--- config.mk ---
export PLATFORM = sky130hd
export DESIGN_NAME = apb_master_bridge
export DESIGN_NICKNAME = d
export VERILOG_FILES = /design/src/rtl/apb_master_bridge.sv
export SDC_FILE = /design/constraint.sdc
export NUM_CORES = 1
export LEC_CHECK = 0
export CAP_MARGIN = 40
export CORE_ASPECT_RATIO = 1.2
export CORE_MARGIN = 10
export CORE_UTILIZATION = 39
export DETAILED_ROUTE_END_ITERATION = 16
export PLACE_DENSITY = 0.8
export SLEW_MARGIN = 20
export SYNTH_ARGS = -nofsm -noshare
export SYNTH_HDL_FRONTEND = slang
export SYNTH_SLANG_ARGS = --single-unit
export TNS_END_PERCENT = 50
--- constraint.sdc ---
create_clock -name PCLK -period 1.9 [get_ports PCLK]
set_clock_uncertainty 0.05 [all_clocks]
set_input_delay 0.475 -clock PCLK [delete_from_list [all_inputs] [get_ports PCLK]]
set_output_delay 0.475 -clock PCLK [all_outputs]
set_load 0.03 [all_outputs]
--- src/rtl/apb_master_bridge.sv ---
// APB3 master bridge from a single-outstanding core request bus; APB_TIMEOUT_EN adds an ACCESS watchdog.
// Response arrives 3 cycles after accept (zero-wait); req_ready is low from accept until the response cycle.
module apb_master_bridge #(
    parameter int ADDR_WIDTH     = 32,
    parameter int DATA_WIDTH     = 32,
    parameter int TIMEOUT_CYCLES = 256
) (
    input  logic                  PCLK,
    input  logic                  PRESETN,
    input  logic                  req_valid,
    output logic                  req_ready,
    input  logic [ADDR_WIDTH-1:0] req_addr,
    input  logic                  req_we,
    input  logic [DATA_WIDTH-1:0] req_wdata,
    output logic                  rsp_valid,
    output logic [DATA_WIDTH-1:0] rsp_rdata,
    output logic                  rsp_err,
    output logic [ADDR_WIDTH-1:0] PADDR,
    output logic                  PSEL,
    output logic                  PENABLE,
    output logic                  PWRITE,
    output logic [DATA_WIDTH-1:0] PWDATA,
    input  logic [DATA_WIDTH-1:0] PRDATA,
    input  logic                  PREADY,
    input  logic                  PSLVERR
);

    typedef enum logic [1:0] {
        ST_IDLE   = 2'd0,
        ST_SETUP  = 2'd1,
        ST_ACCESS = 2'd2,
        ST_ERR    = 2'd3
    } state_t;

    if (TIMEOUT_CYCLES < 2 || TIMEOUT_CYCLES > 65535) begin : g_bad_timeout
        $error("apb_master_bridge: TIMEOUT_CYCLES must be in 2..65535");
    end

    state_t                  state_q;
    logic [ADDR_WIDTH-1:0]   paddr_q;
    logic [DATA_WIDTH-1:0]   pwdata_q;
    logic                    pwrite_q;
    logic                    psel_q;
    logic                    penable_q;
    logic                    rsp_valid_q;
    logic                    rsp_err_q;
    logic [DATA_WIDTH-1:0]   rsp_rdata_q;
`ifdef APB_TIMEOUT_EN
    localparam logic [15:0] TMO_LAST = 16'(TIMEOUT_CYCLES - 1);
    logic [15:0]             tmo_cnt_q;
`endif

    // Gated by reset so the core never sees ready while the bridge is held in reset.
    assign req_ready = PRESETN && (state_q == ST_IDLE);

    assign PADDR     = paddr_q;
    assign PWDATA    = pwdata_q;
    assign PWRITE    = pwrite_q;
    assign PSEL      = psel_q;
    assign PENABLE   = penable_q;
    assign rsp_valid = rsp_valid_q;
    assign rsp_err   = rsp_err_q;
    assign rsp_rdata = rsp_rdata_q;

    always_ff @(posedge PCLK or negedge PRESETN) begin
        if (!PRESETN) begin
            state_q     <= ST_IDLE;
            paddr_q     <= '0;
            pwdata_q    <= '0;
            pwrite_q    <= 1'b0;
            psel_q      <= 1'b0;
            penable_q   <= 1'b0;
            rsp_valid_q <= 1'b0;
            rsp_err_q   <= 1'b0;
            rsp_rdata_q <= '0;
`ifdef APB_TIMEOUT_EN
            tmo_cnt_q   <= '0;
`endif
        end else begin
            // Response fields are single-cycle; they fall back to zero unless set below.
            rsp_valid_q <= 1'b0;
            rsp_err_q   <= 1'b0;
            rsp_rdata_q <= '0;

            unique case (state_q)
                ST_IDLE: begin
                    if (req_valid) begin
                        paddr_q  <= req_addr;
                        pwrite_q <= req_we;
                        pwdata_q <= req_wdata;
                        if (req_addr[1:0] != 2'b00) begin
                            state_q     <= ST_ERR;
                            rsp_valid_q <= 1'b1;
                            rsp_err_q   <= 1'b1;
                        end else begin
                            state_q <= ST_SETUP;
                            psel_q  <= 1'b1;
                        end
                    end
                end

                ST_SETUP: begin
                    state_q   <= ST_ACCESS;
                    penable_q <= 1'b1;
`ifdef APB_TIMEOUT_EN
                    tmo_cnt_q <= '0;
`endif
                end

                ST_ACCESS: begin
                    if (PREADY) begin
                        state_q     <= ST_IDLE;
                        psel_q      <= 1'b0;
                        penable_q   <= 1'b0;
                        rsp_valid_q <= 1'b1;
                        rsp_err_q   <= PSLVERR;
                        if (!pwrite_q && !PSLVERR) begin
                            rsp_rdata_q <= PRDATA;
                        end
                    end
`ifdef APB_TIMEOUT_EN
                    else if (tmo_cnt_q == TMO_LAST) begin
                        state_q     <= ST_IDLE;
                        psel_q      <= 1'b0;
                        penable_q   <= 1'b0;
                        rsp_valid_q <= 1'b1;
                        rsp_err_q   <= 1'b1;
                    end else begin
                        tmo_cnt_q <= tmo_cnt_q + 16'd1;
                    end
`endif
                end

                ST_ERR: begin
                    state_q <= ST_IDLE;
                end

                default: begin
                    state_q <= ST_IDLE;
                end
            endcase
        end
    end

endmodule
== Yosys cells after proc, flatten, opt, wreduce, memory -nomap -nowiden ==
Index checks and enable logic that the tools add are counted.

* Word-level logic and storage cells: 45
* Register bits: 103

* Eq/ne operators: 6
* Mux-type cells: 18
* Reduce and logical (&&, ||, !) cells: 12

{| class="wikitable"
|+ Operators with widths
! operator !! count
|-
| $mux 32 || 3
|-
| $pmux 1 s2 || 4
|-
| $pmux 2 s4 || 1
|-
| $mux 1 || 7
|-
| $mux 2 || 3
|-
| $ne 2x2->1 const B || 3
|-
| $reduce_and 2->1 || 3
|-
| $reduce_bool 2->1 || 3
|-
| $eq 2x2->1 const B || 2
|-
| $reduce_and 4->1 || 1
|-
| $eq 2x1->1 const B || 1
|-
| $logic_and 1x1->1 || 2
|-
| $logic_not 1->1 || 2
|-
| $logic_not 2->1 || 1
|}

== Logic depth before layout (Yosys ltp) ==
* Depth in word-level cells: 5
* Gate-level depth with buffers: 5
* Mapped depth without buffers: 3

== Worst setup path before layout ==
Ideal clock, no wire load.

* Path type: reg2out
* Start: reg state_q[0]
* End: out req_ready
* Stages on the path, launching flop included: 3
* Slack: 0.097 ns
* Arrival: 1.278 ns
* Path through: dfrtp_1 -> buf_2 -> nor3b_1

* Cells in the longest elaborated chain, start to end: 2

{| class="wikitable"
|+ RTL lines
! element !! line !! text
|-
| start, declared || 39 || <nowiki>state_t state_q;</nowiki>
|-
| start signal, assigned || 67 || <nowiki>state_q <= ST_IDLE;</nowiki>
|-
| start signal, assigned || 92 || <nowiki>state_q <= ST_ERR;</nowiki>
|-
| start signal, assigned || 96 || <nowiki>state_q <= ST_SETUP;</nowiki>
|-
| $logic_not 2->1 || 54 || <nowiki>assign req_ready = PRESETN && (state_q == ST_IDLE);</nowiki>
|-
| $logic_and 1x1->1 || 54 ||
|-
| end, declared || 11 || <nowiki>output logic req_ready,</nowiki>
|}

No other way between the ends.

== Worst setup path after layout ==
* Start: reg rsp_rdata_q[17] (netlist: rsp_rdata[17])
* End: out rsp_rdata[17]

{| class="wikitable"
|+ RTL lines
! element !! line !! text
|-
| start, declared || 47 || <nowiki>logic [DATA_WIDTH-1:0] rsp_rdata_q;</nowiki>
|-
| start signal, assigned || 75 || <nowiki>rsp_rdata_q <= '0;</nowiki>
|-
| start signal, assigned || 83 || <nowiki>rsp_rdata_q <= '0;</nowiki>
|-
| start signal, assigned || 118 || <nowiki>rsp_rdata_q <= PRDATA;</nowiki>
|-
| end, declared || 16 || <nowiki>output logic [DATA_WIDTH-1:0] rsp_rdata,</nowiki>
|}

No word-level cell between the ends.

==> results.toml <==
[run_status]
status = "finished clean"

[synthesis]
synth_nets = 334
synth_cells = 232
synth_top_area_cell = "dfrtp_1"
synth.cell_area_mm2 = 0.003885
synth.avg_cell_area_um2 = 16.75
synth_seq_area_share_pct = 66.34
ys_seq_elements = 103
synth_area_leaders = "dfrtp_1, mux2_4, mux2_2"
synth_top_cell_area_share_pct = 66.34
yosysWarnings = 0
ys_types = 20

[timing]
setup_viol = 0
fmax_mhz = 537.7
fin_crit_sh_pct = 97.89
relSlewSlack_pct = 65.31
finalHoldViolCount = 0
tightestPinTransition_ps = 520.4
final_max_slew_viol_count = 0
finalCriticalPeriod_ps = 1860
worst_slack_ps = 40.15
rsz0062_at_grt = "false"

[route]
vias = 2624
routedWlPerCell_um = 19.53
wl_met1_um = 4214
wl_um = 11150
drt_first_pass_iters = 4
wl_met2_um = 5641
viasPerCell = 4.595
dr_wl_met3_um = 1138
drt-initial-drc-count = 76
top_layer_used = "met5"
drc = 0
ant_nets = 0

[die]
die_area_mm2 = 0.01437
coreArea_mm2 = 0.009613
die_w_um = 111.1
io_pins = 204
rows = 39
start_util_pct = 40.41
die_h_um = 129.3

[worst_hold_path]
hold_path.class = "in2async"

[finish]
layout_common_cells = "clkdlybuf4s50_1, dfrtp_1, dlygate4sd2_1"
n_fill_cell = 726
layout_commonest_cell = "clkdlybuf4s50_1"
drive_above_1_share_pct = 20.76
stdcell_count = 571
n_antenna_cell = 0
area_growth_pct = 64.96
final_nets = 545

[place]
gp_congestion = 0.7682
place_ws_ps = -290.2
dp_cells = 555
portBuffers = 203
dpl.hpwl_um = 8801

[global_routing]
track_usage_pct = 15.33
antenna_found_initial = 1
grt_max_degree = 104
grt_pass1_wl_um = 17300
first_global_vias = 3046
gr-total-overflow = 0

[setup_path]
crit_type = "reg2out"
crit_fanout = 1
cp_slowest_cell = "clkdlybuf4s50_1"
slowest_delay_ps = 680
crit_chain = "clkdlybuf4s50_1"
endpoint_kind = "output port"
critPathBufInv = 1
critPathRequiredTime_ps = 1370
crit_family = "buffers and inverters"
critPathLaunchType = "flip-flop"
arrival_ps = 1330

[clocking]
h-tree-depth = 3
clk_path_buf_depth = 2
post_cts_buffers = 0
cts_hold_buf = 0
cts_root_buffer = "clkbuf_16"
tritoncts = "done"
clk_latency_ps = 330
cts_buffers = 9
clock_sinks = 103
clk_pin_slew_ps = 70

[power_and_ir_drop]
leakage_nw = 3.357
p_per_area_mw_per_mm2 = 1597
ir_drop_mv = 0.7010

[flow_run]
maxCapViolCount = 0
routing by layer:
metal / track usage, % / vias up
li1: - / 1200
met1: 16.10 / 1280
met2: 26.60 / 129
met3: 7.110 / 13
met4: 5.678 / 2
met5: 0 / -
worst paths after layout:
kind,from,endpoint,slack (ps),cells after the start
max,rsp_rdata[17],rsp_rdata[17],40,1
min,PRESETN,state_q[0],150,2
max reg2reg,state_q[1],PWDATA[14],320,4
min reg2reg,PWDATA[4],PWDATA[4],450,1
max in group asynchronous,PRESETN,rsp_rdata[7],1260,2
min in group PCLK,PWDATA[4],PWDATA[4],450,1
sequential cells by signal (all words and copies together) (netlist names):
name,count
PADDR,32
PENABLE,1
PSEL,1
PWDATA,32
PWRITE,1
rsp_err,1
rsp_rdata,32
rsp_valid,1
state_q,2
timing repair:
action | in CTS | in global routing
pin swaps | 0 | 0
cloned | 0 | 0
gates resized for setup | 67 | 27
endpoints found under the setup margin | 67 | 27
layout make-up:
class	count	area, um2	share of cell area (%)
Clock inverter	6	107.6	1.679
Clock buffer	10	239.0	3.729
Sequential cell	103	2577	40.22
Inverter	2	7.507	0.1171
Multi-Input combinational cell	116	1202	18.76
Tap cell	123	153.9	2.401
Timing Repair Buffer	211	2121	33.09
report_power, final:
| group | total (mW) | switching [mW] | leakage (nW) | internal [mW] |
|---|---|---|---|---|
| Sequential | 3.43 | 0.435 | 1.28 | 3.00 |
| Clock | 2.09 | 0.775 | 0.168 | 1.32 |
| Combinational | 4.71 | 2.63 | 1.91 | 2.08 |
| Total | 10.2 | 3.84 | 3.36 | 6.40 |
logic make-up after synthesis:
family | after synthesis | share of synthesized area (%)
flops | 103 | 66.34
mux | 65 | 22.61
simple gates | 44 | 7.440
buf+inv | 13 | 2.705
compound gates | 7 | 0.9017
synthesized netlist by cell type (all sizes together):
| master | count |
|---|---|
| nor4b | 1 |
| o21ai | 2 |
| nand2b | 1 |
| a21oi | 5 |
| dfrtp | 103 |
| nand2 | 2 |
| nor2b | 2 |
| mux2 | 65 |
| and2 | 32 |
| buf | 8 |
| inv | 2 |
| nor2 | 2 |
| nand3 | 2 |
| clkbuf | 3 |
| nor4 | 1 |
| nor3b | 1 |
stage by stage:
stage / utilization [%] / TNS (ps) / total power, mW / hold WS [ps] / area, um2
after floorplan: - / 0 / 6.485 / 129.4 / 3885
after global placement: 63.23 / -11780 / 8.630 / 440.7 / 6078
after detailed placement: 63.23 / -14590 / 8.776 / 448.1 / 6078
after CTS: 65.96 / 0 / 10.41 / 181.7 / 6341
after global routing: 66.67 / 0 / 10.72 / 204.1 / 6409
final: 66.67 / 0 / 10.23 / 147.6 / 6409
(Power assumes the default switching activity.)
